## config.mk

```make
export PLATFORM = sky130hd
export DESIGN_NAME = logic_unit_pipe
export DESIGN_NICKNAME = d
export VERILOG_FILES = /design/src/rtl/logic_unit_pkg.sv /design/src/rtl/logic_core.sv /design/src/rtl/logic_unit_pipe.sv
export SDC_FILE = /design/constraint.sdc
export NUM_CORES = 1
export LEC_CHECK = 0
export BUFFER_PORTS_ARGS = -buffer_cell sky130_fd_sc_hd__buf_2
export CELL_PAD_IN_SITES_DETAIL_PLACEMENT = 1
export CELL_PAD_IN_SITES_GLOBAL_PLACEMENT = 2
export CORE_MARGIN = 4
export CORE_UTILIZATION = 33
export DETAILED_ROUTE_END_ITERATION = 7
export PLACE_DENSITY_LB_ADDON = 0.1
export RECOVER_POWER = 50
export SLEW_MARGIN = 40
export SYNTH_ARGS = -nofsm -noshare
export SYNTH_HDL_FRONTEND = slang
export SYNTH_SLANG_ARGS = --single-unit
```

## constraint.sdc

```tcl
create_clock -name clk -period 2.5 [get_ports clk]
set_input_delay 0 -clock clk [delete_from_list [all_inputs] [get_ports clk]]
set_output_delay 0 -clock clk [all_outputs]
set_load 0.005 [all_outputs]
```

## src/rtl/logic_unit_pkg.sv

```systemverilog
// Shared types and helpers for the pipelined logic unit.
package logic_unit_pkg;

   typedef enum logic [2:0] {
      OP_AND  = 3'd0,
      OP_OR   = 3'd1,
      OP_XOR  = 3'd2,
      OP_NOR  = 3'd3,
      OP_SLL  = 3'd4,
      OP_SRL  = 3'd5,
      OP_ROL  = 3'd6,
      OP_ANDN = 3'd7
   } op_t;

   // Number of B bits that form the shift amount for a given operand width.
   function automatic int shw_of(input int width);
      return (width > 1) ? $clog2(width) : 1;
   endfunction

endpackage

```

## src/rtl/logic_core.sv

```systemverilog
// Combinational logic/shift datapath; all results truncated to WIDTH bits.
module logic_core
   import logic_unit_pkg::*;
#(
   parameter int WIDTH = 4
) (
   input  logic [WIDTH-1:0] a,
   input  logic [WIDTH-1:0] b,
   input  op_t              op,
   output logic [WIDTH-1:0] y
);

   localparam int SHW = shw_of(WIDTH);

   logic [SHW-1:0]     sh;
   logic [2*WIDTH-1:0] rot_dbl;

   assign sh = b[SHW-1:0];
   // Rotating a doubled copy leaves the wrapped bits in the upper half.
   assign rot_dbl = {a, a} << sh;

   always_comb begin
      y = '0;
      unique case (op)
         OP_AND:  y = a & b;
         OP_OR:   y = a | b;
         OP_XOR:  y = a ^ b;
         OP_NOR:  y = ~(a | b);
         OP_SLL:  y = a << sh;
         OP_SRL:  y = a >> sh;
         OP_ROL:  y = rot_dbl[2*WIDTH-1:WIDTH];
         OP_ANDN: y = a & ~b;
         default: y = '0;
      endcase
   end

endmodule

```

## src/rtl/logic_unit_pipe.sv

```systemverilog
// Logic unit with a single-entry registered output, accumulator and op counter.
module logic_unit_pipe
   import logic_unit_pkg::*;
#(
   parameter int WIDTH = 4,
   parameter int CNT_W = 16
) (
   input  logic             clk,
   input  logic             rst_n,
   input  logic             in_valid,
   output logic             in_ready,
   input  logic [WIDTH-1:0] a,
   input  logic [WIDTH-1:0] b,
   input  logic [2:0]       op,
   input  logic             use_acc,
   input  logic             acc_wr,
   input  logic             acc_clr,
   output logic             out_valid,
   input  logic             out_ready,
   output logic [WIDTH-1:0] result,
   output logic             zero,
   output logic             parity,
   output logic             msb,
   output logic [WIDTH-1:0] acc,
   output logic [CNT_W-1:0] op_count
);

   logic [WIDTH-1:0] a_eff_p0;
   logic [WIDTH-1:0] res_p0;
   logic             accept_p0;

   logic [WIDTH-1:0] res_p1;
   logic             vld_p1;
   logic             zero_p1;
   logic             parity_p1;
   logic             msb_p1;
   logic [WIDTH-1:0] acc_q;
   logic [CNT_W-1:0] cnt_q;

   // Stage p0: operand select and combinational op
   assign in_ready  = !vld_p1 || out_ready;
   assign accept_p0 = in_valid && in_ready;
   assign a_eff_p0  = use_acc ? acc_q : a;

   logic_core #(.WIDTH(WIDTH)) u_core (
      .a  (a_eff_p0),
      .b  (b),
      .op (op_t'(op)),
      .y  (res_p0)
   );

   // Stage p1: result register, flags, accumulator and counter
   always_ff @(posedge clk or negedge rst_n) begin
      if (!rst_n) begin
         res_p1    <= '0;
         vld_p1    <= 1'b0;
         zero_p1   <= 1'b0;
         parity_p1 <= 1'b0;
         msb_p1    <= 1'b0;
         cnt_q     <= '0;
      end else if (accept_p0) begin
         res_p1    <= res_p0;
         vld_p1    <= 1'b1;
         zero_p1   <= (res_p0 == '0);
         parity_p1 <= ^res_p0;
         msb_p1    <= res_p0[WIDTH-1];
         cnt_q     <= cnt_q + {{(CNT_W-1){1'b0}}, 1'b1};
      end else if (out_ready) begin
         vld_p1    <= 1'b0;
      end
   end

   // Clear wins over a same-cycle write; the op itself already saw the old value.
   always_ff @(posedge clk or negedge rst_n) begin
      if (!rst_n) begin
         acc_q <= '0;
      end else if (acc_clr) begin
         acc_q <= '0;
      end else if (accept_p0 && acc_wr) begin
         acc_q <= res_p0;
      end
   end

   assign result    = res_p1;
   assign out_valid = vld_p1;
   assign zero      = zero_p1;
   assign parity    = parity_p1;
   assign msb       = msb_p1;
   assign acc       = acc_q;
   assign op_count  = cnt_q;

endmodule

```

== Word-level counts from Yosys, hierarchy flattened ==
Index checks and enable logic that the tools add are counted.

* Bits in registers: 28
* Output and inout bits: 29
* Input bits: 18
* Logic and storage cells: 39

* Bitwise operators: 6
* Multiplexer cells: 6
* Equality and inequality tests: 7
* Add/sub/neg operators: 1
* Shifts and indexed selects: 3
* Reduce and logical (&&, ||, !) cells: 9

{| class="wikitable"
|+ Operators by type and width
! operator !! number
|-
| $pmux W4 S8 || 1
|-
| $add A16 B1 Y16 const B || 1
|-
| $eq A3 B3 Y1 const B || 4
|-
| $mux W4 || 3
|-
| $and A4 B4 Y4 || 2
|-
| $not A4 Y4 || 2
|-
| $shl A8 B2 Y8 || 1
|-
| $eq A3 B2 Y1 const B || 2
|-
| $logic_not A4 Y1 || 1
|-
| $or A4 B4 Y4 || 1
|-
| $reduce_bool A2 Y1 || 2
|-
| $reduce_xor A4 Y1 || 1
|-
| $shl A4 B2 Y4 || 1
|-
| $shr A4 B2 Y4 || 1
|-
| $xor A4 B4 Y4 || 1
|-
| $eq A3 B1 Y1 const B || 1
|-
| $logic_not A3 Y1 || 1
|-
| $logic_and A1 B1 Y1 || 2
|-
| $mux W1 || 2
|-
| $logic_not A1 Y1 || 1
|-
| $logic_or A1 B1 Y1 || 1
|}

== Longest topological paths before layout ==
* Word-level depth: 6
* Mapped depth: 11
* Mapped depth without buffers: 9

== Cells and area by module ==
A second synthesis with hierarchy kept.

* Cell total of the unflattened synthesis: 180
* Area total of the unflattened synthesis: 1751.7 sq um

{| class="wikitable"
|+ Modules (own cells, without submodules)
! module !! seq. area each (sq um) !! cells an instance !! instances !! area each (sq um)
|-
| logic_unit_pipe || 675.6 || 106 || 1 || 1228.7
|-
| logic_core || 0.0 || 74 || 1 || 523.0
|}

== Least setup slack after synthesis ==
Ideal clock, no wire load.

* Kind: reg2reg
* From: register acc_q[3], in the netlist acc[3]
* To: register parity_p1, in the netlist parity
* Data arrival time: 1.946 ns
* Slack: 0.421 ns
* Path buffers: 0
* Clock period less this slack: 2.079 ns
* Required time: 2.367 ns
* Stages on the path, launching flop included: 10
* Setup time: 0.133 ns
* Cells stage by stage: dfrtp_1 mux2i_1 ha_1 nand2_1 o31ai_1 mux2_2 o22a_1 xnor2_1 xnor2_1 o21ai_1

* Cells in the longest elaborated chain, start to end: 5
* Elaborated cells between the ends (all ways): 11
* Those cells by class: shift (3); mux (2); bitwise (5); reduce/logical (1)

{| class="wikitable"
|+ RTL lines
! what !! line !! RTL
|-
| start, declared || logic_unit_pipe.sv:37 || <nowiki>logic [WIDTH-1:0] acc_q;</nowiki>
|-
| start signal, assigned || logic_unit_pipe.sv:80 || <nowiki>acc_q <= res_p0;</nowiki>
|-
| $mux W4 (*) || logic_unit_pipe.sv:43 || <nowiki>assign a_eff_p0 = use_acc ? acc_q : a;</nowiki>
|-
| branches (longest 2 deep; another with $shl A8 B2 Y8) || -- ||
|-
| $pmux W4 S8 (*) || logic_core.sv:24 || <nowiki>unique case (op)</nowiki>
|-
| $reduce_xor A4 Y1 (*) || logic_unit_pipe.sv:65 || <nowiki>parity_p1 <= ^res_p0;</nowiki>
|-
| end signal, assigned || logic_unit_pipe.sv:65 ||
|-
| end, declared || logic_unit_pipe.sv:35 || <nowiki>logic parity_p1;</nowiki>
|}

Every way passes the cells marked *.
A chain may end at the register's enable or synchronous reset.

== Final worst setup path ==
* From: register acc_q[1], in the netlist acc[1]
* To: register parity_p1, in the netlist parity

The elaborated chain is that of the path after synthesis.

==> flow_summary.rst <==
.. list-table::
   :header-rows: 1

   * - Metric
     - Value
   * - Leading cell types by total area after synthesis
     - sky130_fd_sc_hd__dfrtp_1 (35%), sky130_fd_sc_hd__xnor2_1 (8.3%), sky130_fd_sc_hd__nand2_1 (5.3%), sky130_fd_sc_hd__clkbuf_8 (4.3%), sky130_fd_sc_hd__ha_1 (3.9%)
   * - Antenna-violating nets left
     - 0
   * - Number of max-cap violations
     - 1
   * - Type of element launching the critical path
     - flip-flop
   * - P_leak
     - 1.01 nW
   * - Switching power share of the total
     - 0.335
   * - Leading post-synthesis cells by instance count
     - sky130_fd_sc_hd__dfrtp_1 (27), sky130_fd_sc_hd__nand2_1 (27), sky130_fd_sc_hd__xnor2_1 (18), sky130_fd_sc_hd__nor2_1 (12), sky130_fd_sc_hd__nand3_1 (9)
   * - Launch point of the worst reg-to-reg path
     - acc[1]
   * - Clock insertion delay at the later pin of the skew report
     - 280 ps
   * - Worst-Margin Slew
     - 1530 ps
   * - FF-to-FF End
     - parity
   * - Via count of the first global-routing pass
     - 1669
   * - Final Net Count
     - 263
   * - Final-layout fill cell count
     - 677
   * - Max-slew violations
     - 28
   * - H-tree depth
     - 1
   * - Port bufs
     - 46
   * - Fraction of the yosys area taken by sequential cells
     - 0.354
   * - Initial Util
     - 0.343
   * - DRC marker count from the first detailed-route iteration
     - 62
   * - Crit path kind
     - flip-flop to flip-flop
   * - Non-filler cells, final
     - 310
   * - Maximum number of pins on one net before global-route repair
     - 28
   * - Post-synth top area cell
     - sky130_fd_sc_hd__dfrtp_1
   * - Final setup skew
     - 10.9 ps
   * - Logic gate share of total power
     - 0.306
   * - Half-perimeter wire length after placement
     - 3750 um
   * - Largest vdd supply drop
     - 269 uV
   * - Period minus WS final
     - 2310 ps
   * - Ys flop type
     - sky130_fd_sc_hd__dfrtp_1
   * - Placed cell areas
     - 2110 sq um
   * - Fraction of synthesized cell area taken by the top area cell type
     - 0.354
   * - Sum of negative setup slack
     - 0 ps
   * - Die width
     - 84.1 um
   * - CTS Buf Count
     - 3
   * - Post-layout power
     - 1.20 mW
   * - Worst endpoint data arrival time
     - 2470 ps
   * - Setup violation total in the final timing report
     - 0
   * - Total grt overflow
     - 0
   * - Wire length after detailed routing
     - 4790 um
   * - Diodes inserted
     - 0
   * - CTS resizes
     - 0
   * - CTS root buf
     - sky130_fd_sc_hd__clkbuf_8
   * - Number of nets produced by synthesis
     - 216
   * - Layout Area Growth over Synthesis
     - 14.7%
   * - Number of placement rows
     - 27
   * - Net load switching power
     - 0.401 mW
   * - Number of clock sinks seen by CTS
     - 27
   * - CP max FO
     - 5
   * - Type of element capturing the critical path
     - flip-flop
   * - First-pass iteration count of the detailed router
     - 4
   * - DR WL/cell
     - 15.5 um
   * - Cell count after placement
     - 302
   * - Critical path startpoint
     - acc[1]
   * - Cell depth of the worst flop-to-flop path
     - 9
   * - Post-synth ARST share
     - 1.00
   * - Residual DRC
     - 0
   * - CORE AREA
     - 5570 sq um
   * - Maximum operating frequency
     - 0.432 GHz
   * - Antenna violations before repair
     - 0
   * - Syn avg cell area
     - 9.95 sq um
   * - Cell area power density
     - 547 nW/um^2
   * - Boundary pin count
     - 47
   * - Fraction of layout cells with a size suffix above 1
     - 0.252
   * - Hold/Removal Path Class
     - input port to flip-flop
   * - Flop pwr share
     - 0.483
   * - Overall fraction of global-route tracks in use
     - 0.143
   * - CTS tree
     - built
   * - Portion of total power attributed to the clock network
     - 0.211
   * - Required time worst endpoint
     - 2650 ps
   * - Setup repair after global routing missed its margin
     - no
   * - Total non-filler cell area in the finished layout
     - 2190 sq um
   * - Cell-internal power
     - 0.796 mW
   * - Via total after detailed routing
     - 1570
   * - Gpl congestion
     - 0.758
   * - Number of different library cells in the post-synthesis netlist
     - 52
   * - Clock buffer depth
     - 2
   * - Syn. warnings
     - 0
   * - Cells after Synth
     - 192
   * - Wire length of the first global-routing pass
     - 8250 um
   * - Final hold violations
     - 0
   * - Fraction of the cycle the final worst path needs
     - 0.926
   * - Timing endpoint of the critical path
     - parity
   * - Area of the die
     - 7070 sq um
   * - Total standard cell area after synthesis
     - 1910 sq um
   * - Die extent in y
     - 84.1 um
   * - Failing checks
     - capacitance limit, slew limit
   * - Outcome
     - finished with violations
   * - Internal reg-to-reg setup slack
     - 190 ps
   * - Average vias per placed instance
     - 5.06
   * - Remaining max-slew budget at the tightest pin
     - -0.0207
   * - Clock-pin slew on the worst setup and hold paths
     - 90 ps
   * - EDFF count, synth
     - 0
   * - Yosys reg bits
     - 27
## stage by stage
stage / hold slack, ps / utilization / setup WS [ps]
4_1_cts: 41.4 / 0.394 / 198
6_report: 51.1 / 0.393 / 185
5_1_grt: 59.4 / 0.393 / 49.0
3_5_place_dp: 68.1 / 0.379 / 228
3_3_place_gp: 37.6 / 0.379 / 231
2_1_floorplan: -296 / - / 421
## state kept, by name (all words and copies together), names as in the netlist
name       cells
parity         1
result         4
op_count      16
zero           1
acc            4
out_valid      1
## cell usage in the layout, fill, tap and decap left out, types with 4 or more instances in the layout
master | netlist | routed
sky130_fd_sc_hd__a21oi_1 | 6 | 6
sky130_fd_sc_hd__buf_2 | 0 | 40
sky130_fd_sc_hd__clkbuf_1 | 2 | 6
sky130_fd_sc_hd__dfrtp_1 | 27 | 27
sky130_fd_sc_hd__dlygate4sd3_1 | 0 | 4
sky130_fd_sc_hd__ha_1 | 6 | 6
sky130_fd_sc_hd__inv_1 | 7 | 7
sky130_fd_sc_hd__nand2_1 | 27 | 27
sky130_fd_sc_hd__nand3_1 | 9 | 9
sky130_fd_sc_hd__nand4_1 | 4 | 4
sky130_fd_sc_hd__nor2_1 | 12 | 12
sky130_fd_sc_hd__nor3_1 | 5 | 5
sky130_fd_sc_hd__o21ai_0 | 4 | 4
sky130_fd_sc_hd__xnor2_1 | 18 | 18
sky130_fd_sc_hd__xor2_1 | 4 | 4
## area by class of cell
cell class | count | area [sq um] | area share
inverters | 7 | 26.3 | 0.0120
flip-flops and latches | 27 | 676 | 0.308
well taps | 72 | 90.1 | 0.0411
clock buffers | 3 | 41.3 | 0.0188
multi-input cells | 147 | 1070 | 0.487
clock inverters | 1 | 5.00 | 0.00228
repair buffers | 53 | 285 | 0.130
## kinds of logic after synthesis
| kind of cell | share of synthesized area |
|---|---|
| and+or+nand+nor | 0.212 |
| AOI/OAI and AO/OA | 0.114 |
| DFF | 0.354 |
| xor gates and xnor gates | 0.101 |
| buffers and inverters | 0.0878 |
| muxes | 0.0923 |
| adders and majority gates | 0.0393 |
## worst min-delay path by stage
stage | from | end | cells past startpoint
after floorplan | rst_n | acc[0] | 0
after global placement | rst_n | op_count[13] | 1
after detailed placement | rst_n | op_count[12] | 1
after CTS | out_ready | out_valid | 3
after global routing | out_ready | out_valid | 3
final | out_ready | out_valid | 3
## power by group through the flow
stage / registers (mW) / logic [mW] / clock network [mW]
finish: 0.579 / 0.366 / 0.252
floorplan: 0.586 / 0.232 / 0
detailed placement: 0.590 / 0.372 / 0
CTS: 0.581 / 0.378 / 0.266
global route: 0.596 / 0.410 / 0.293
global placement: 0.587 / 0.365 / 0
## what timing repair did
action / 4_1_cts / 5_1_grt
endpoints found under the hold margin: 32 / 0
hold buffers: 4 / 0
setup buffers: 0 / 0
## critical path, cell delays in order, from the launching register on
cell                       delay (ps)
sky130_fd_sc_hd__dfrtp_1          410
sky130_fd_sc_hd__mux2_2           340
sky130_fd_sc_hd__inv_1            100
sky130_fd_sc_hd__ha_1             230
sky130_fd_sc_hd__a221oi_1         300
sky130_fd_sc_hd__a211oi_1         100
sky130_fd_sc_hd__a21oi_1          320
sky130_fd_sc_hd__xnor2_1          180
sky130_fd_sc_hd__xnor2_1          140
sky130_fd_sc_hd__o21ai_1           70
## routing by layer
layer  vias up  routed length (um)  GRT usage
met5         -                   0          0
met4         0                  38     0.0263
met3         5                 235     0.0326
met2        37                2330      0.246
met1       752                2190      0.184
li1        776                   -          -
Note: power is estimated with default switching activity, not from simulation.
